--- src/rtl/if_stage.sv ---
// Instruction-fetch stage with an IF/ID output register, a one-entry stall buffer
// and MIPS single-delay-slot redirect handling on a req/ack memory port.
module if_stage #(
  parameter logic [31:0] RESET_PC = 32'h0000_0000
) (
  input  logic        clk,
  input  logic        rst,
  input  logic        stall,
  input  logic        branchEN,
  input  logic [31:0] branchAddr,
  output logic        imem_req,
  output logic [31:0] imem_addr,
  input  logic        imem_ack,
  input  logic [31:0] imem_rdata,
  output logic [31:0] pc,
  output logic [31:0] inst,
  output logic        inst_valid
);

  typedef enum logic [1:0] {IDLE, FETCH, HOLD} state_t;

  state_t      state, state_nx;
  logic [31:0] fetch_pc, fetch_pc_nx;
  logic        redir_pending, redir_pending_nx;
  logic [31:0] redir_addr, redir_addr_nx;
  logic [31:0] buf_inst, buf_inst_nx;
  logic [31:0] buf_pc, buf_pc_nx;
  logic [31:0] pc_nx, inst_nx;
  logic        inst_valid_nx;
  logic        take_br;

  assign imem_req  = (state == FETCH);
  assign imem_addr = fetch_pc;
  assign take_br   = branchEN && !stall;

  always_comb begin
    state_nx         = state;
    fetch_pc_nx      = fetch_pc;
    redir_pending_nx = redir_pending;
    redir_addr_nx    = redir_addr;
    buf_inst_nx      = buf_inst;
    buf_pc_nx        = buf_pc;
    pc_nx            = pc;
    inst_nx          = inst;
    inst_valid_nx    = inst_valid;
    case (state)
      IDLE: state_nx = FETCH;
      FETCH: begin
        if (imem_ack) begin
          // The acked word is the delay slot, so any redirect steers the following fetch.
          if (take_br)
            fetch_pc_nx = branchAddr;
          else if (redir_pending)
            fetch_pc_nx = redir_addr;
          else
            fetch_pc_nx = fetch_pc + 32'd4;
          redir_pending_nx = 1'b0;
          if (stall) begin
            buf_inst_nx = imem_rdata;
            buf_pc_nx   = fetch_pc;
            state_nx    = HOLD;
          end else begin
            inst_nx       = imem_rdata;
            pc_nx         = fetch_pc;
            inst_valid_nx = 1'b1;
          end
        end else begin
          if (take_br) begin
            redir_pending_nx = 1'b1;
            redir_addr_nx    = branchAddr;
          end
          if (!stall) begin
            inst_nx       = 32'h0;
            inst_valid_nx = 1'b0;
          end
        end
      end
      HOLD: begin
        if (!stall) begin
          inst_nx       = buf_inst;
          pc_nx         = buf_pc;
          inst_valid_nx = 1'b1;
          state_nx      = FETCH;
          if (branchEN)
            fetch_pc_nx = branchAddr;
        end
      end
      default: state_nx = IDLE;
    endcase
  end

  always_ff @(posedge clk) begin
    if (!rst) begin
      state         <= IDLE;
      fetch_pc      <= RESET_PC;
      redir_pending <= 1'b0;
      redir_addr    <= 32'h0;
      buf_inst      <= 32'h0;
      buf_pc        <= 32'h0;
      pc            <= 32'h0;
      inst          <= 32'h0;
      inst_valid    <= 1'b0;
    end else begin
      state         <= state_nx;
      fetch_pc      <= fetch_pc_nx;
      redir_pending <= redir_pending_nx;
      redir_addr    <= redir_addr_nx;
      buf_inst      <= buf_inst_nx;
      buf_pc        <= buf_pc_nx;
      pc            <= pc_nx;
      inst          <= inst_nx;
      inst_valid    <= inst_valid_nx;
    end
  end

endmodule

--- config.mk ---
export PLATFORM = sky130hd
export DESIGN_NAME = if_stage
export DESIGN_NICKNAME = d
export VERILOG_FILES = /design/src/rtl/if_stage.sv
export SDC_FILE = /design/constraint.sdc
export NUM_CORES = 1
export LEC_CHECK = 0
export CAP_MARGIN = 20
export CORE_AREA = 10 10 171 173
export CTS_BUF_LIST = sky130_fd_sc_hd__clkbuf_4
export DETAILED_ROUTE_END_ITERATION = 8
export DIE_AREA = 0 0 181 183
export SYNTH_ARGS = -nofsm -noshare
export SYNTH_HDL_FRONTEND = slang
export SYNTH_SLANG_ARGS = --single-unit
--- constraint.sdc ---
create_clock -name clk -period 2.2 [get_ports clk]
set_input_delay 0.33 -clock clk [delete_from_list [all_inputs] [get_ports clk]]
set_output_delay 0.33 -clock clk [all_outputs]
set_load 0.1 [all_outputs]
# --- Word level (Yosys, flattened, before mapping) ---
# Index checks and enable logic that the tools add are counted.
word_totals:
  register_bits: 196
  out_inout_bits: 98
  word_cells: 57
classes:
  addsub: 1
  eq_ne: 8
  n_mux: 25
  n_bitwise: 1
  n_reduce_logical: 13
op_table:
  columns: ["op", "n"]
  rows:
  - ["2-to-1 mux 32 bit", 12]
  - ["case mux 32 bit (2 select lines)", 3]
  - ["adder 32 x 3 -> 32 bit (second input constant)", 1]
  - ["AND reduction 3 bit", 4]
  - ["inequality test 2 bit (second input constant)", 4]
  - ["AND reduction 4 bit", 2]
  - ["2-to-1 mux 2 bit", 3]
  - ["case mux 2 bit (3 select lines)", 1]
  - ["2-to-1 mux 1 bit", 5]
  - ["AND reduction 2 bit", 2]
  - ["nonzero test 2 bit", 2]
  - ["inequality test 3 x 2 -> 1 bit (second input constant)", 1]
  - ["== test 2 x 1 -> 1 bit (second input constant)", 1]
  - ["== test 2 bit (second input constant)", 1]
  - ["zero test 2 bit", 1]
  - ["inequality test 2 x 1 -> 1 bit (second input constant)", 1]
  - ["case mux 1 bit (2 select lines)", 1]
  - ["logical AND 1 bit", 1]
  - ["zero test 1 bit", 1]
  - ["inverter 1 bit", 1]

# --- Depth between registers and ports, before layout ---
depth:
  ltp_word: 5
  ltp_mapped: 9
  ltp_nobuf: 7

# --- Worst setup path after synthesis ---
# No wires, ideal clock.
synth_timing:
  path_type: "register to register"
  startpoint: "register fetch_pc[2], in the netlist imem_addr[2]"
  endpoint: "register fetch_pc[30], in the netlist imem_addr[30]"
  setup_time_ns: 0.122
  arrival_ns: 2.714
  required_time_ns: 2.078
  path_slack_ns: -0.635
  stages_incl_launch_ff: 8
  path_buffers: 1
  period_less_slack_ns: 2.835
  cell_sequence: "dfxtp_1 > ha_1 > and2_1 > buf_8 > nand2_4 > or4_4 > o21a_1 > o311a_1"
synth_via:
  elab_chain_cells: 5
synth_lines:
  columns: ["element", "line_no", "rtl"]
  rows:
  - ["start: declaration", "23", "logic [31:0] fetch_pc, fetch_pc_nx;"]
  - ["start signal: assignment", "105", "fetch_pc <= fetch_pc_nx;"]
  - ["adder 32 x 3 -> 32 bit", "56", "fetch_pc_nx = fetch_pc + 32'd4;"]
  - ["2-to-1 mux 32 bit", "53", "else if (redir_pending)"]
  - ["2-to-1 mux 32 bit", "51", "if (take_br)"]
  - ["2-to-1 mux 32 bit", "49", "if (imem_ack) begin"]
  - ["case mux 32 bit (2 select lines)", "46", "case (state)"]
# No other way between the ends. The select of a mux whose other input is x is not followed.
# A chain may end at the register's enable or synchronous reset.

# --- Worst setup path after layout ---
layout_timing:
  startpoint: "register state[0]"
  endpoint: "register fetch_pc[22], in the netlist imem_addr[22]"
layout_via:
  elab_chain_cells: 3
layout_lines:
  columns: ["element", "line_no", "rtl"]
  rows:
  - ["start: declaration", "22", "state_t state, state_nx;"]
  - ["start signal: assignment", "104", "state <= state_nx;"]
  - ["== test 2 bit or == test 2 x 1 -> 1 bit (tied branches)", "46", null]
  - ["inequality test 2 bit (no source line) (tied with other cells)", null, null]
  - ["AND reduction 4 bit (no source line)", null, null]
# Several ways; a longest one is shown, not always the timed one.

==> run summary <==
Status - finished clean
Area delta synth->final - 28.1%
Synth Net Count - 1231
Synth top cells by count - nand2_1 (265), dfxtp_1 (196), a21oi_1 (168)
Vias/cell - 5.18
Fmax - 488 MHz
Rows - 59
CTS tree - built
Finished Core Util - 44.3%
Sequential share of power - 43.6%
Reg-to-reg critical path startpoint - state[0]
RSZ-0062 raised after global routing - false
CTS sink cnt - 196
Post-layout min period - 2.05 ns
DRT Pass-1 Iters - 5
Mapped Cells - 1158
Worst-path clk slew - 0.22 ns
Total of max-cap violations - 0
Largest net degree at the start of global routing - 66
Async set-reset flop share out of synthesis - 0%
Main synth FF type - dfxtp_1
Yosys reg bits - 196
Setup Total Neg Slack - 0 ns
Critical path cell sequence - inv_1 -> ha_4 -> buf_4 -> a21o_1 -> or4_1 -> o22ai_1 -> a21boi_1
Proportion of layout cells with a drive suffix above 1 - 17.7%
PostCTS Resize Cnt - 0
RD Place Congestion - 0.858
Setup Fix Bufs, Post-CTS - 0
Number of synthesized flops with an enable pin - 0
Area contributors post-synth - dfxtp_1 (44%), nand2_1 (11%), a21oi_1 (9.4%), a211oi_1 (6.1%), nor2_1 (5.0%)
Hpwl dp - 20200 µm
Number of remaining DRC errors - 0
Comb power frac - 33.7%
Placed insts - 1617
Min-Delay Path Class - primary input to flop
Crit path launch - state[0]
Mapped cell area - 8900 µm²
IO Port Bufs - 166
Total power - 0.00930 W
CP startpoint kind - flop
Longest Clk Path Bufs - 2
Crit end category - flop
CP max stage cell - or4_1
Post-DRT Antenna Nets - 0
Clk pwr share - 22.7%
Slew margin rel. - 60.0%
DRT iter0 DRCs - 654
Count of cell types in the netlist - 63
Internal power - 0.00522 W
DR vias - 8551
Yosys top cell by area - dfxtp_1
Worst hold start - imem_rdata[18]
Nets - 1374
Die area - 33100 µm²
Worst endpoint required time - 2.71 ns
Worst-Margin Slew - 0.595 ns
Die Ht - 183 µm
Yosys top cell area share - 44.1%
Switching pwr - 0.00408 W
Global-route wire length before repair - 44900 µm
Worst skew pair latency - 0.63 ns
Count of pins over their slew limit - 0
Avg Inst Size Synth - 7.69 µm²
Hold Buf Count CTS - 0
Fin Clk Skew - 0.0295 ns
GRT Total Usage - 16.5%
Final WS setup - 0.149 ns
IO Count - 167
Layout Cells excl Fill - 1650
Crit Path Max Fanout - 12
Total gr overflow - 0
Finish-stage setup viols - 0
Leak - 4.10 nW
Core Footprint - 25800 µm²
Sw Ratio - 43.9%
Initial antenna violation count - 1
Clock buffer count from CTS - 17
Starting Density - 34.6%
Most common cell in the netlist - nand2_1
DRT Wirelength - 28400 µm
Fin crit share - 93.2%
Slowest cell delay on critical path - 0.57 ns
CTS root buffer - clkbuf_4
CTS H-tree lvls - 4
Worst slack, placed - -0.0844 ns
Worst vdd ir - 0.366 mV
Final Hold Viols - 0
Sequential area share after synthesis - 44.1%
Vias in the first global route - 7859
Ys Warns - 0
PwrDens - 816 nW/µm²
CP Data Arrival Time - 2.56 ns
WL/cell - 17.2 µm
Critical path class - flop to flop
DIE WIDTH - 181 µm
registers in the layout, summed over array words and instances, names as in the netlist:
name,count
redir_pending,1
redir_addr,32
inst_valid,1
inst,32
state,2
buf_inst,32
imem_addr,32
pc,32
buf_pc,32
path summary, 6_finish.rpt:
check / end / cells after the start / slack [ns]
worst max-delay path: imem_addr[22] / 7 / 0.15
worst min register to register: redir_addr[9] / 2 / 0.46
worst max register to register: imem_addr[22] / 7 / 0.15
worst min-delay path: buf_inst[18] / 3 / 0.24
metal layers:
| metal | wire length [µm] | GRT usage (%) |
|---|---|---|
| met2 | 12900 | 25.1 |
| met1 | 13600 | 23.5 |
| met5 | 0 | 0 |
| met3 | 1570 | 3.03 |
| met4 | 292 | 4.07 |
kinds of logic after synthesis:
family	share of synthesized area (%)
buf+inv	4.99
simple gates	22.9
compound gates	22.4
xor+xnor	1.28
mux	3.82
fa+ha+maj	0.562
flops	44.1
area by class of cell:
type	count	area, µm²
flip-flops and latches	196	3990
clock inverters	15	199
inverters	6	25.0
clock buffers	17	128
multi-input cells	854	4610
diodes	1	2.50
fillers	2577	14400
well taps	335	419
repair buffers	226	2030
power by group through the flow:
stage	combinational (W)	clock (W)	sequential (W)
2_1_floorplan	0.000912	0	0.00544
5_1_grt	0.00332	0.00231	0.00410
6_report	0.00313	0.00211	0.00406
4_1_cts	0.00315	0.00219	0.00406
3_3_place_gp	0.00314	0	0.00412
3_5_place_dp	0.00314	0	0.00413
critical path, delay by kind of cell (launching register included):
family | cells | cell delay (ns)
buffers and inverters | 2 | 0.30
AOI/OAI and AO/OA | 3 | 0.48
DFF | 1 | 0.42
adders and majority gates | 1 | 0.18
and+or+nand+nor | 1 | 0.57
cells in the final DEF (no fill, tap or decap), types with 19 or more instances in the layout:
master           count
nand3_1             19
a211oi_1            72
o21ai_0             23
a21oi_1            167
nor2_1             118
nand2_1            265
mux2i_1             34
clkdlybuf4s50_1     68
dfxtp_1            171
buf_4              145
per-stage QoR:
step,area [µm²],hold slack (ns)
global placement,11100,0.438
global route,11400,0.192
finish,11400,0.241
detailed placement,11100,0.444
floorplan,9000,0.431
CTS,11400,0.200
No activity file was read; power rests on OpenSTA's default activity.
